### src/rtl/seq_mult.sv
// seq_mult: iterative shift-and-add multiplier behind valid/ready handshakes.
//   Operands are converted to magnitudes at accept. STEP multiplier bits are
//   retired per CALC cycle. The sign is applied once, when the result is loaded.
//   Only one operation is in flight at a time.
//
// Parameters:
//   A_W  - multiplicand width (>= 2)
//   B_W  - multiplier width (>= 2)
//   STEP - multiplier bits consumed per CALC cycle; must divide B_W
//
// Ports:
//   clk       in   rising-edge clock
//   rst       in   synchronous active-high reset
//   in_valid  in   operand valid
//   in_ready  out  block can accept operands (IDLE)
//   in_a      in   [A_W-1:0] multiplicand
//   in_b      in   [B_W-1:0] multiplier
//   in_signed in   1 = two's-complement operands, 0 = unsigned
//   out_valid out  result valid
//   out_ready in   consumer accepts result
//   out_data  out  [A_W+B_W-1:0] product
//   busy      out  high in CALC or DONE
//
// Optional feature (macro SEQ_MULT_EARLY_TERM_EN):
//   When the macro is defined, CALC ends as soon as the remaining multiplier
//   magnitude is zero. Without the macro, every operation takes B_W/STEP cycles.
module seq_mult #(
  parameter int unsigned A_W  = 8,
  parameter int unsigned B_W  = 8,
  parameter int unsigned STEP = 1
) (
  input  logic                 clk,
  input  logic                 rst,
  input  logic                 in_valid,
  output logic                 in_ready,
  input  logic [A_W-1:0]       in_a,
  input  logic [B_W-1:0]       in_b,
  input  logic                 in_signed,
  output logic                 out_valid,
  input  logic                 out_ready,
  output logic [A_W+B_W-1:0]   out_data,
  output logic                 busy
);

  localparam int unsigned P_W    = A_W + B_W;
  localparam int unsigned STEP_G = (STEP == 0) ? 1 : STEP;
  localparam int unsigned ITER   = B_W / STEP_G;
  localparam int unsigned CNT_W  = (ITER > 1) ? $clog2(ITER) : 1;

  // Reject configurations where the multiplier cannot be split evenly.
  if ((STEP == 0) || ((B_W % STEP_G) != 0) || (A_W < 2) || (B_W < 2)) begin : g_param_check
    $error("seq_mult: STEP must be nonzero and divide B_W; A_W and B_W must be >= 2");
  end

  typedef enum logic [1:0] {
    S_IDLE = 2'd0,
    S_CALC = 2'd1,
    S_DONE = 2'd2
  } state_t;

  state_t           state;
  logic [P_W-1:0]   mcand;   // |a| pre-shifted to the weight of the current digit
  logic [P_W-1:0]   acc;
  logic [B_W-1:0]   mag_b;   // remaining multiplier magnitude bits
  logic             neg;
  logic [CNT_W-1:0] cnt;

  // Operand magnitudes, taken in operand width so the most-negative value maps to 2^(W-1)
  logic [A_W-1:0] abs_a;
  logic [B_W-1:0] abs_b;
  logic           neg_in;

  assign abs_a  = (in_signed && in_a[A_W-1]) ? (~in_a + A_W'(1)) : in_a;
  assign abs_b  = (in_signed && in_b[B_W-1]) ? (~in_b + B_W'(1)) : in_b;
  assign neg_in = in_signed && (in_a[A_W-1] ^ in_b[B_W-1]);

  // One digit's worth of partial product and the updated accumulator
  logic [STEP_G-1:0] digit;
  logic [P_W-1:0]    partial;
  logic [P_W-1:0]    acc_next;
  logic [B_W-1:0]    mag_b_next;
  logic [P_W-1:0]    result;
  logic              last_iter;

  assign digit      = mag_b[STEP_G-1:0];
  assign partial    = mcand * P_W'(digit);
  assign acc_next   = acc + partial;
  assign mag_b_next = mag_b >> STEP_G;
  assign result     = neg ? (~acc_next + P_W'(1)) : acc_next;

`ifdef SEQ_MULT_EARLY_TERM_EN
  // Nothing left to add once the remaining multiplier bits are all zero
  assign last_iter = (cnt == CNT_W'(ITER - 1)) || (mag_b_next == '0);
`else
  assign last_iter = (cnt == CNT_W'(ITER - 1));
`endif

  // Control FSM and datapath registers
  always_ff @(posedge clk) begin
    if (rst) begin
      state     <= S_IDLE;
      mcand     <= '0;
      acc       <= '0;
      mag_b     <= '0;
      neg       <= 1'b0;
      cnt       <= '0;
      in_ready  <= 1'b1;
      out_valid <= 1'b0;
      out_data  <= '0;
      busy      <= 1'b0;
    end else begin
      case (state)
        S_IDLE: begin
          if (in_valid) begin
            mcand    <= P_W'(abs_a);
            mag_b    <= abs_b;
            neg      <= neg_in;
            acc      <= '0;
            cnt      <= '0;
            in_ready <= 1'b0;
            busy     <= 1'b1;
            state    <= S_CALC;
          end
        end

        S_CALC: begin
          acc   <= acc_next;
          mag_b <= mag_b_next;
          mcand <= mcand << STEP_G;
          cnt   <= cnt + CNT_W'(1);
          if (last_iter) begin
            out_data  <= result;
            out_valid <= 1'b1;
            state     <= S_DONE;
          end
        end

        S_DONE: begin
          // Result holds until the consumer takes it; out_data keeps its value afterwards
          if (out_ready) begin
            out_valid <= 1'b0;
            in_ready  <= 1'b1;
            busy      <= 1'b0;
            state     <= S_IDLE;
          end
        end

        default: begin
          out_valid <= 1'b0;
          in_ready  <= 1'b1;
          busy      <= 1'b0;
          state     <= S_IDLE;
        end
      endcase
    end
  end

endmodule

### config.mk
export PLATFORM = sky130hd
export DESIGN_NAME = seq_mult
export DESIGN_NICKNAME = d
export VERILOG_FILES = /design/src/rtl/seq_mult.sv
export SDC_FILE = /design/constraint.sdc
export NUM_CORES = 1
export LEC_CHECK = 0
export ABC_AREA = 1
export BUFFER_PORTS_ARGS = -buffer_cell sky130_fd_sc_hd__buf_2
export CAP_MARGIN = 15
export CORE_AREA = 2 2 68 135
export CTS_CLUSTER_DIAMETER = 40
export DETAILED_ROUTE_END_ITERATION = 7
export DIE_AREA = 0 0 70 137
export PLACE_DENSITY = 0.72
export SETUP_SLACK_MARGIN = 0.2
export SKIP_CTS_REPAIR_TIMING = 1
export SYNTH_ARGS = -nofsm -noshare
export SYNTH_HDL_FRONTEND = slang
export SYNTH_SLANG_ARGS = --single-unit
### constraint.sdc
create_clock -name clk -period 2.9 [get_ports clk]
set_clock_uncertainty 0.15 [all_clocks]
set_input_delay 0.58 -clock clk [delete_from_list [all_inputs] [get_ports clk]]
set_output_delay 0.58 -clock clk [all_outputs]
set_load 0.05 [all_outputs]
## Yosys cells after proc, flatten, opt, wreduce, memory -nomap -nowiden

Index checks and enable logic that the tools add are counted.

- Bits in registers: 65
- Input bits: 21
- Logic and storage cells: 62

- Eq/ne operators: 6
- Add/sub/neg operators: 5
- Multipliers: 1
- Muxes and demuxes: 23
- Bitwise gates (word level): 6
- Reduce and logical (&&, ||, !) cells: 11

Operators with widths:

| cell | count |
|---|---|
| $pmux W16 S2 | 2 |
| $mux W16 | 3 |
| $mux W8 | 3 |
| $add A16 B1 Y16 const B | 1 |
| $add A16 B16 Y16 | 1 |
| $add A8 B1 Y8 const B | 2 |
| $mul A16 B1 Y16 | 1 |
| $not A16 Y16 | 1 |
| $not A8 Y8 | 2 |
| $pmux W8 S2 | 1 |
| $pmux W1 S3 | 3 |
| $reduce_and A3 Y1 | 3 |
| $mux W2 | 3 |
| $ne A2 B2 Y1 const B | 3 |
| $pmux W2 S3 | 1 |
| $pmux W3 S2 | 1 |
| $reduce_and A2 Y1 | 3 |
| $mux W1 | 5 |
| $add A3 B1 Y3 const B | 1 |
| $eq A3 B3 Y1 const B | 1 |
| $logic_and A1 B1 Y1 | 3 |
| $mux W3 | 1 |
| $eq A2 B1 Y1 const B | 1 |
| $eq A2 B2 Y1 const B | 1 |
| other kinds (4) | 5 |

## Longest topological paths before layout

Gate-level depths: netlist (run 1).

- Depth in word-level cells: 5
- Depth in mapped cells: 22
- Mapped depth without buffers: 20

## Worst setup path before layout (run 1)

OpenSTA, ideal clock, no wires.

- Kind: reg-to-reg
- From: register mag_b[0]
- To: register out_data[12]
- Setup time: 0.126 ns
- Required time: 2.624 ns
- Slack: 0.329 ns
- Arrival time: 2.295 ns
- Cell stages (with the launch flop): 19
- Path through: dfxtp_1 -> clkbuf_1 -> nand2_1 -> inv_1 -> ha_1 -> fa_1 -> inv_1 -> ha_1 -> inv_1 -> nor2_2 -> nand3_2 -> nor2_2 -> inv_1 -> nor2_2 -> nand3_1 -> nand2_1 -> nand2_1 -> nand2_1 -> a21oi_2

- Longest elaborated chain between the ends: 5

Ends and longest elaborated chain:

| element | line | source |
|---|---|---|
| start, declared | 64 | `logic [B_W-1:0] mag_b;` |
| start signal, assigned | 116 | `mag_b <= abs_b;` |
| start signal, assigned | 128 | `mag_b <= mag_b_next;` |
| $mul A16 B1 Y16 * | 86 | `assign partial = mcand * P_W'(digit);` |
| $add A16 B16 Y16 * | 87 | `assign acc_next = acc + partial;` |
| $not A16 Y16 | 89 | `assign result = neg ? (~acc_next + P_W'(1)) : acc_next;` |
| $add A16 B1 Y16 | 89 |  |
| $mux W16 * | 89 |  |
| end signal, assigned | 132 | `out_data <= result;` |
| end, declared | 41 | `output logic [A_W+B_W-1:0] out_data,` |

Mark *: on every way between the ends. The rest lies on a longest branch, timed or not.
A chain may end at the register's enable or synchronous reset.

## Final worst setup path (run 1)

- From: register mag_b[0]
- To: register out_data[14]

The elaborated chain is that of the path after synthesis.

==> results of run 1 <==
## power breakdown
group	switching [mW]	internal (mW)
Sequential	0.0282	0.936
Combinational	0.301	0.141
Clock	0.398	0.712
Total	0.728	1.79
## layer usage
metal / part of all wire (%) / vias to the layer above / track usage, % / wire, µm
met5: 0 / - / 0 / 0
met4: 4.4 / 0 / 13.9 / 471
met3: 4.3 / 37 / 3.90 / 465
met2: 54 / 105 / 44.8 / 5880
met1: 37 / 1975 / 22.3 / 3990
li1: - / 2209 / - / -
## flip-flops by register name (all words and copies together), names as in the netlist, 2 cells and up
signal    cells
state         2
cnt           3
acc          16
mcand        16
out_data     16
mag_b         8
## stage by stage
| stage | area [µm²] | total power [mW] | cells |
|---|---|---|---|
| 2_1_floorplan | 4310 | 1.30 | 673 |
| 3_3_place_gp | 4580 | 1.39 | 796 |
| 3_5_place_dp | 4580 | 1.40 | 796 |
| 4_1_cts | 4880 | 2.51 | 812 |
| 5_1_grt | 5010 | 2.62 | 813 |
| 6_report | 5010 | 2.52 | 813 |
## placed cells by master, fill, tap and decap left out, drive strengths merged
cell type / Yosys / final
a31oi: 15 / 15
xor2: 7 / 7
bufinv: 0 / 1
nand3: 47 / 47
and2: 3 / 3
o21a: 2 / 2
nand3b: 7 / 7
nor2: 49 / 49
o221a: 1 / 1
ha: 20 / 20
clkinv: 1 / 3
o21bai: 1 / 1
nor3: 4 / 4
fa: 1 / 1
o211ai: 1 / 1
nand4: 4 / 4
a221oi: 1 / 1
a2bb2oi: 1 / 1
inv: 93 / 93
o21ai: 25 / 25
or2: 3 / 3
nand2: 240 / 240
o221ai: 2 / 2
clkinvlp: 0 / 1
o41ai: 1 / 1
buf: 10 / 46
a21oi: 57 / 57
clkbuf: 12 / 12
dfxtp: 65 / 65
## final cells by class
type	count	area share [%]
Clock buffer	12	5.12
Sequential cell	65	26.1
Multi-Input combinational cell	492	53.1
Timing Repair Buffer	46	5.10
Inverter	94	7.10
Tap cell	100	2.50
Clock inverter	4	1.02
## how the worst max path moves through the flow
stage,startpoint,depth (start not counted),endpoint
floorplan,mag_b[0],18,out_data[12]
global placement,mag_b[0],18,out_data[15]
detailed placement,mag_b[0],17,out_data[12]
CTS,mag_b[0],17,out_data[12]
global route,mag_b[0],17,out_data[14]
finish,mag_b[0],17,out_data[14]
## cells by family (layout without fill, tap and decap cells)
| kind of cell | count (synthesis) | after routing | synth area share, % |
|---|---|---|---|
| AOI/OAI and AO/OA | 107 | 107 | 13.9 |
| xor gates and xnor gates | 7 | 7 | 1.42 |
| adders and majority gates | 21 | 21 | 6.28 |
| buffers and inverters | 116 | 156 | 10.5 |
| DFF | 65 | 65 | 30.2 |
| and+or+nand+nor | 357 | 357 | 37.7 |
## critical path, stage by stage (launching register included)
cell	delay (ns)
dfxtp_4	0.37
nand2_2	0.05
inv_2	0.06
ha_4	0.15
fa_2	0.47
inv_2	0.10
ha_4	0.13
inv_1	0.07
nor2_4	0.11
nand3_2	0.10
nor2_4	0.15
nand2_1	0.06
nor2_1	0.12
nand3_1	0.11
nand3_1	0.09
nand2_1	0.05
nor2_1	0.11
nor2_1	0.04
==> results.toml, run 1 <==
[sta]
max_freq_ghz = 0.383
worst_pin_slew_ns = 0.972
relSlewSlack_pct = 35.0
finalCritPeriodShare_pct = 90.0
whs_ns = 0.308
setup_viol = 0
report.final.slew_viol_count = 0
fin_setup_tns_ns = 0
rsz0062_at_grt = "false"
fin_ws_ns = 0.289
hold_violations = 0
period_needed_ns = 2.61

[synthesis]
syn-num-nets = 715
synth_edf_count = 0
synth_top_area_cell = "dfxtp_1"
seq_area_frac_synth_pct = 30.2
synth_most_common_cell = "nand2_1"
synth_top_area_share_pct = 30.2
async_flop_share_pct = 0
syn_area_um2 = 4310
yosysWarnings = 0
synth_flop_cell = "dfxtp_1"
avgSynthCellArea_um2 = 6.40
synth_area_leaders = "dfxtp_1 30%, nand2_1 19%, inv_1 7.3%, a21oi_1 6.5%, ha_1 5.8%"
synthCells = 673
ys_top_cells_by_count = "220 x nand2_1, 84 x inv_1, 65 x dfxtp_1"
ys_seq_elements = 65
yosys.cell_types.count = 44

[setup_path]
cp.required_ns = 2.98
r2r_end = "out_data[14]"
regToRegSetupSlack_ns = 0.29
crit_arrival_ns = 2.69
r2r_start = "mag_b[0]"
crit_path_end_kind = "register"
crit_path_start_kind = "register"
worstSetupPathType = "register to register"
ff2ff_path_depth = 17
crit_fanout = 4

[cells_and_area]
fillerInstances = 840
multi_input_area_um2 = 2660
antennaDiodeCount = 0
nNetsFinal = 750
fin_util_pct = 58.7
areaGrowthSynthToFinish_pct = 16.3
drive_gt1_share_pct = 19.4
regArea_um2 = 1310

[floorplanning]
io_pins = 40
die_height_um = 137
dieArea_um2 = 9590
start_util_pct = 50.5
die_w_um = 70
coreArea_um2 = 8530
num_rows = 48

[place]
preCtsSetupSlack_ns = 0.231
portBuffers = 39
gp_congestion = 0.857
hpwl_um = 7930

[clock_network]
clk_latency_ns = 0.34
htreeDepth = 3
cts_sinks = 65
cts_buffers = 9
ctsLongestPathBuffers = 2
cts_tree = "done"
cts-root-buf = "clkbuf_16"
clk_pin_slew_ns = 0.05

[detailed_routing]
viasPerCell = 5.32
drt-wirelength-per-cell_um = 13.3
drt_iter0_markers = 219
drtAntennaViolNets = 0
routed_wl_um = 10800
route.vias.total = 4326
first_pass_iters = 5
drt_drc_violations_left = 0

[min_path]
hold_path_end = "out_data[0]"
min-delay-start = "out_data[0]"
min_path_type = "register to register"
hold-path-cell-count = 2

[grt]
grt_pass1_vias = 4226
antenna_found_initial = 0
grt.total_usage_pct = 23.2
overflow = 0
grt_start_max_net_pins = 48
grt_pass1_wl_um = 17800

[power]
ir_worst_vdd_mv = 0.343
leakage_nw = 2.46
power.density_nw_per_um2 = 502

[run]
drv_cap = 0

[run_status]
status = "finished clean"
No activity file was read; power rests on OpenSTA's default activity.
==> run 2, diff against run 1 <==
GPL_TIMING_DRIVEN = 0   (was unset)
==> run 2 against run 1 <==
Clock-buffer cell count decreased by 2; largest power group is now sequential cells; highest routed layer unchanged; sequential power about the same; cell count increased by 2.3%; sequential share of layout area is 0.36 points lower; first-iteration DRC count down 10%; critical path depth grew 1; register-to-register slack got worse by 0.09 ns.
==> results.toml, run 2 (synthesis gave the netlist of run 1 again) <==
[run_status]
status = "finished clean"

[cells_and_area]
antennaDiodeCount = 0
layout_common_cells = "213 x nand2_1, 81 x inv_1, 64 x dfxtp_1"
areaGrowthSynthToFinish_pct = 17.5
final_common_cell = "nand2_1"
reg_top3 = "acc (16), mcand (16), out_data (16)"
drive_gt1_share_pct = 20.8
fin_util_pct = 59.4
fillerInstances = 817
regArea_um2 = 1300
nNetsFinal = 771
multi_input_area_um2 = 2680

[setup_path]
crit_path_start_kind = "register"
cp.required_ns = 2.97
worstSetupPathType = "register to register"
crit_fanout = 8
crit_path_end_kind = "register"
regToRegSetupSlack_ns = 0.19
crit_arrival_ns = 2.78

[clock_network]
clk_latency_ns = 0.33
cts_tree = "done"
cts_buffers = 9
clk_pin_slew_ns = 0.05
htreeDepth = 3
cts-root-buf = "clkbuf_16"
cts_sinks = 65
ctsLongestPathBuffers = 2

[floorplanning]
dieArea_um2 = 9590
num_rows = 48
coreArea_um2 = 8530
die_w_um = 70
start_util_pct = 50.5
io_pins = 40
die_height_um = 137

[detailed_routing]
route.vias.total = 4463
route.met3.wl_um = 519
drtAntennaViolNets = 0
routed_wl_um = 11800
drt_drc_violations_left = 0
wl_met2_um = 6660
drt-wirelength-per-cell_um = 14.2
first_pass_iters = 7
viasPerCell = 5.36
drt_iter0_markers = 197
wl_met1_um = 4030
top_layer = "met4"

[place]
hpwl_um = 9350
gp_congestion = 0.930
preCtsSetupSlack_ns = -0.258
portBuffers = 39

[sta]
max_freq_ghz = 0.370
rsz0062_at_grt = "true"
period_needed_ns = 2.71
worst_pin_slew_ns = 0.703
report.final.slew_viol_count = 0
setup_viol = 0
fin_setup_tns_ns = 0
relSlewSlack_pct = 53.2
finalCritPeriodShare_pct = 93.3
hold_violations = 0
fin_ws_ns = 0.194
whs_ns = 0.309

[grt]
antenna_found_initial = 0
grt.total_usage_pct = 25.0
grt_pass1_vias = 4191
grt_start_max_net_pins = 11
overflow = 0
grt_pass1_wl_um = 18800

[power]
leakage_nw = 2.48
power.density_nw_per_um2 = 472
total_power_mw = 2.39
ir_worst_vdd_mv = 0.354

[min_path]
min_path_type = "register to register"

[run]
drv_cap = 0
run 2: cell count changes in the layout (fill, tap and decap cells not counted), sizes merged:
cell	change
clkbuf	+8
clkinv	+1
buf	+11
bufinv	-1
run 2: report_power, final:
part | switching, mW | internal (mW) | total, mW | leakage [nW]
clock | 0.392 | 0.563 | 0.955 | 0.124
combinational | 0.321 | 0.151 | 0.472 | 1.83
sequential | 0.0254 | 0.936 | 0.961 | 0.528
run 2: per-stage QoR:
stage	cell area, µm²	std cells
floorplan	4310	673
global placement	4630	812
detailed placement	4630	812
CTS	4880	826
global route	5060	832
finish	5060	832
run 2: path summary, 6_finish.rpt:
kind	start	end	cells after the start
max reg2reg	mag_b[0]	out_data[14]	18
min reg2reg	mcand[15]	mcand[15]	2
min	mcand[15]	mcand[15]	2
max	mag_b[0]	out_data[14]	18
run 2: layout make-up:
| type | count | area share [%] |
|---|---|---|
| multi-input cells | 492 | 52.8 |
| flip-flops and latches | 65 | 25.7 |
| inverters | 94 | 7.02 |
| repair buffers | 45 | 4.75 |
| clock buffers | 10 | 4.52 |
| well taps | 100 | 2.47 |
| plain buffers | 22 | 2.22 |
| clock inverters | 4 | 0.445 |
run 2: critical path, cell delays in order (launching register included):
cell and delay, ns:
dfxtp_2 0.31, buf_6 0.13, nand2_2 0.06, inv_2 0.04, ha_4 0.15, fa_2 0.48, inv_2 0.08, ha_2 0.17
inv_1 0.07, nor2_4 0.10, nand3_2 0.09, nor2_4 0.17, nand2_1 0.07, nor2_1 0.10, nand3_1 0.12, nand3_1 0.11
nand2_1 0.06, nor2_1 0.08, nor2_1 0.04
run 2: per-layer routing:
metal	global-route usage [%]	vias up
met5	0	-
met4	13.8	0
met3	4.05	42
met2	50.8	137
met1	22.5	2024
li1	-	2260
==> run 3, diff against run 2 <==
REMOVE_ABC_BUFFERS = 1   (was unset)
==> run 3 against run 2 <==
First-iteration DRC count down 2.5%; fmax up 3.7%; clock power increased by 13%; hold slack better by 0.0056 ns; critical path type unchanged.
==> results.toml, run 3 (synthesis gave the netlist of run 1 again) <==
[min_path]
min_path_type = "register to register"

[setup_path]
cp.required_ns = 2.97
crit_fanout = 7
worstSetupPathType = "register to register"
crit_path_start_kind = "register"
r2r_end = "out_data[14]"
crit_start = "mag_b[0]"
r2r_start = "mag_b[0]"
endpoint = "out_data[14]"
regToRegSetupSlack_ns = 0.29
ff2ff_path_depth = 16
crit_arrival_ns = 2.68
crit_path_end_kind = "register"

[detailed_routing]
route.vias.total = 4351
drt_iter0_markers = 192
drt_drc_violations_left = 0
drt-wirelength-per-cell_um = 13.4
viasPerCell = 5.31
routed_wl_um = 11000
drtAntennaViolNets = 0
first_pass_iters = 4

[clock_network]
clk_latency_ns = 0.33
cts_buffers = 9
cts_sinks = 65
clk_pin_slew_ns = 0.05
htreeDepth = 3
cts-root-buf = "clkbuf_16"
cts_tree = "done"
ctsLongestPathBuffers = 2

[sta]
fin_ws_ns = 0.290
max_freq_ghz = 0.383
hold_violations = 0
period_needed_ns = 2.61
finalCritPeriodShare_pct = 90.0
setup_viol = 0
relSlewSlack_pct = 35.3
rsz0062_at_grt = "true"
report.final.slew_viol_count = 0
worst_pin_slew_ns = 0.970

[floorplanning]
start_util_pct = 50.5
num_rows = 48
die_w_um = 70
dieArea_um2 = 9590
coreArea_um2 = 8530
io_pins = 40
die_height_um = 137

[cells_and_area]
reg_top3 = "acc (16), mcand (16), out_data (16)"
nNetsFinal = 758
fillerInstances = 810
multi_input_area_um2 = 2710
fin_util_pct = 59.6
layout_common_cells = "212 x nand2_1, 79 x inv_1, 64 x dfxtp_1"
final_common_cell = "nand2_1"
areaGrowthSynthToFinish_pct = 18.0
antennaDiodeCount = 0
drive_gt1_share_pct = 21.4
regArea_um2 = 1310

[power]
clkPwrFrac_pct = 43.2
comb_power_share_pct = 17.7
seqPwrFrac_pct = 39.1
power.density_nw_per_um2 = 492
switching_share_pct = 29.7
ir_worst_vdd_mv = 0.425
p_switching_mw = 0.742
total_power_mw = 2.50
internal_power_mw = 1.76
leakage_nw = 2.48

[grt]
grt_use_met1_pct = 22.3
grt.busiest_layer = "met2"
grt.total_usage_pct = 22.0
grt_pass1_vias = 3988
grt_start_max_net_pins = 49
overflow = 0
antenna_found_initial = 0
grt_pass1_wl_um = 17100
use_met2_pct = 42.2
grtUsageMet3_pct = 3.46

[place]
portBuffers = 39
gp_congestion = 0.922
preCtsSetupSlack_ns = -0.294
hpwl_um = 7560

[run]
drv_cap = 0

[run_status]
status = "finished clean"
run 3: cell types whose count changed in the layout (fill, tap and decap cells not counted), sizes merged:
cell	before	now
clkbuf	20	10
bufinv	0	1
buf	57	51
nor2	49	52
run 3: power by group through the flow:
stage / combinational (mW) / sequential [mW] / clock (mW)
finish: 0.443 / 0.976 / 1.08
global route: 0.491 / 0.982 / 1.13
CTS: 0.387 / 0.979 / 1.09
detailed placement: 0.386 / 0.997 / 0
global placement: 0.377 / 0.995 / 0
floorplan: 0.266 / 0.999 / 0
run 3: how the worst min path moves through the flow:
stage | slack [ns] | depth (start not counted) | start | endpoint
6_report | 0.31 | 2 | mag_b[7] | mag_b[7]
5_1_grt | 0.34 | 2 | mag_b[7] | mag_b[7]
4_1_cts | 0.32 | 2 | cnt[1] | cnt[1]
3_5_place_dp | 0.31 | 2 | cnt[1] | cnt[1]
3_3_place_gp | 0.30 | 2 | out_data[0] | out_data[0]
2_1_floorplan | 0.28 | 2 | mag_b[7] | mag_b[7]
run 3: critical path: stages (launching register included):
cell and delay, ns:
dfxtp_4 0.37, nand2_2 0.06, inv_2 0.04, ha_4 0.16
fa_2 0.37, or2_1 0.21, and2_4 0.16, nor2_4 0.12
nand3_2 0.10, nor2_4 0.17, nand2_1 0.07, nor2_1 0.11
nand3_1 0.10, nand3_1 0.09, nand2_1 0.06, nor2_1 0.11
nor2_1 0.04
run 3: per-stage QoR:
| step | hold WS, ns | TNS, ns | cell area (µm²) | instances |
|---|---|---|---|---|
| 4_1_cts | 0.318 | -5.99 | 4840 | 806 |
| 2_1_floorplan | 0.285 | 0 | 4210 | 651 |
| 6_report | 0.314 | 0 | 5080 | 820 |
| 5_1_grt | 0.337 | 0 | 5080 | 820 |
| 3_3_place_gp | 0.297 | -12.50 | 4530 | 790 |
| 3_5_place_dp | 0.309 | -5.09 | 4550 | 791 |
run 3: area by class of cell:
| class | count | share of cell area [%] |
|---|---|---|
| clock buffers | 10 | 4.70 |
| inverters | 94 | 7.00 |
| well taps | 100 | 2.46 |
| multi-input cells | 495 | 53.3 |
| flip-flops and latches | 65 | 25.7 |
| clock inverters | 5 | 1.11 |
| repair buffers | 51 | 5.76 |
run 3: routing by layer:
metal | wire, µm | vias to the layer above
li1 | - | 2228
met1 | 3990 | 1960
met2 | 5950 | 118
met3 | 535 | 45
met4 | 546 | 0
met5 | 0 | -
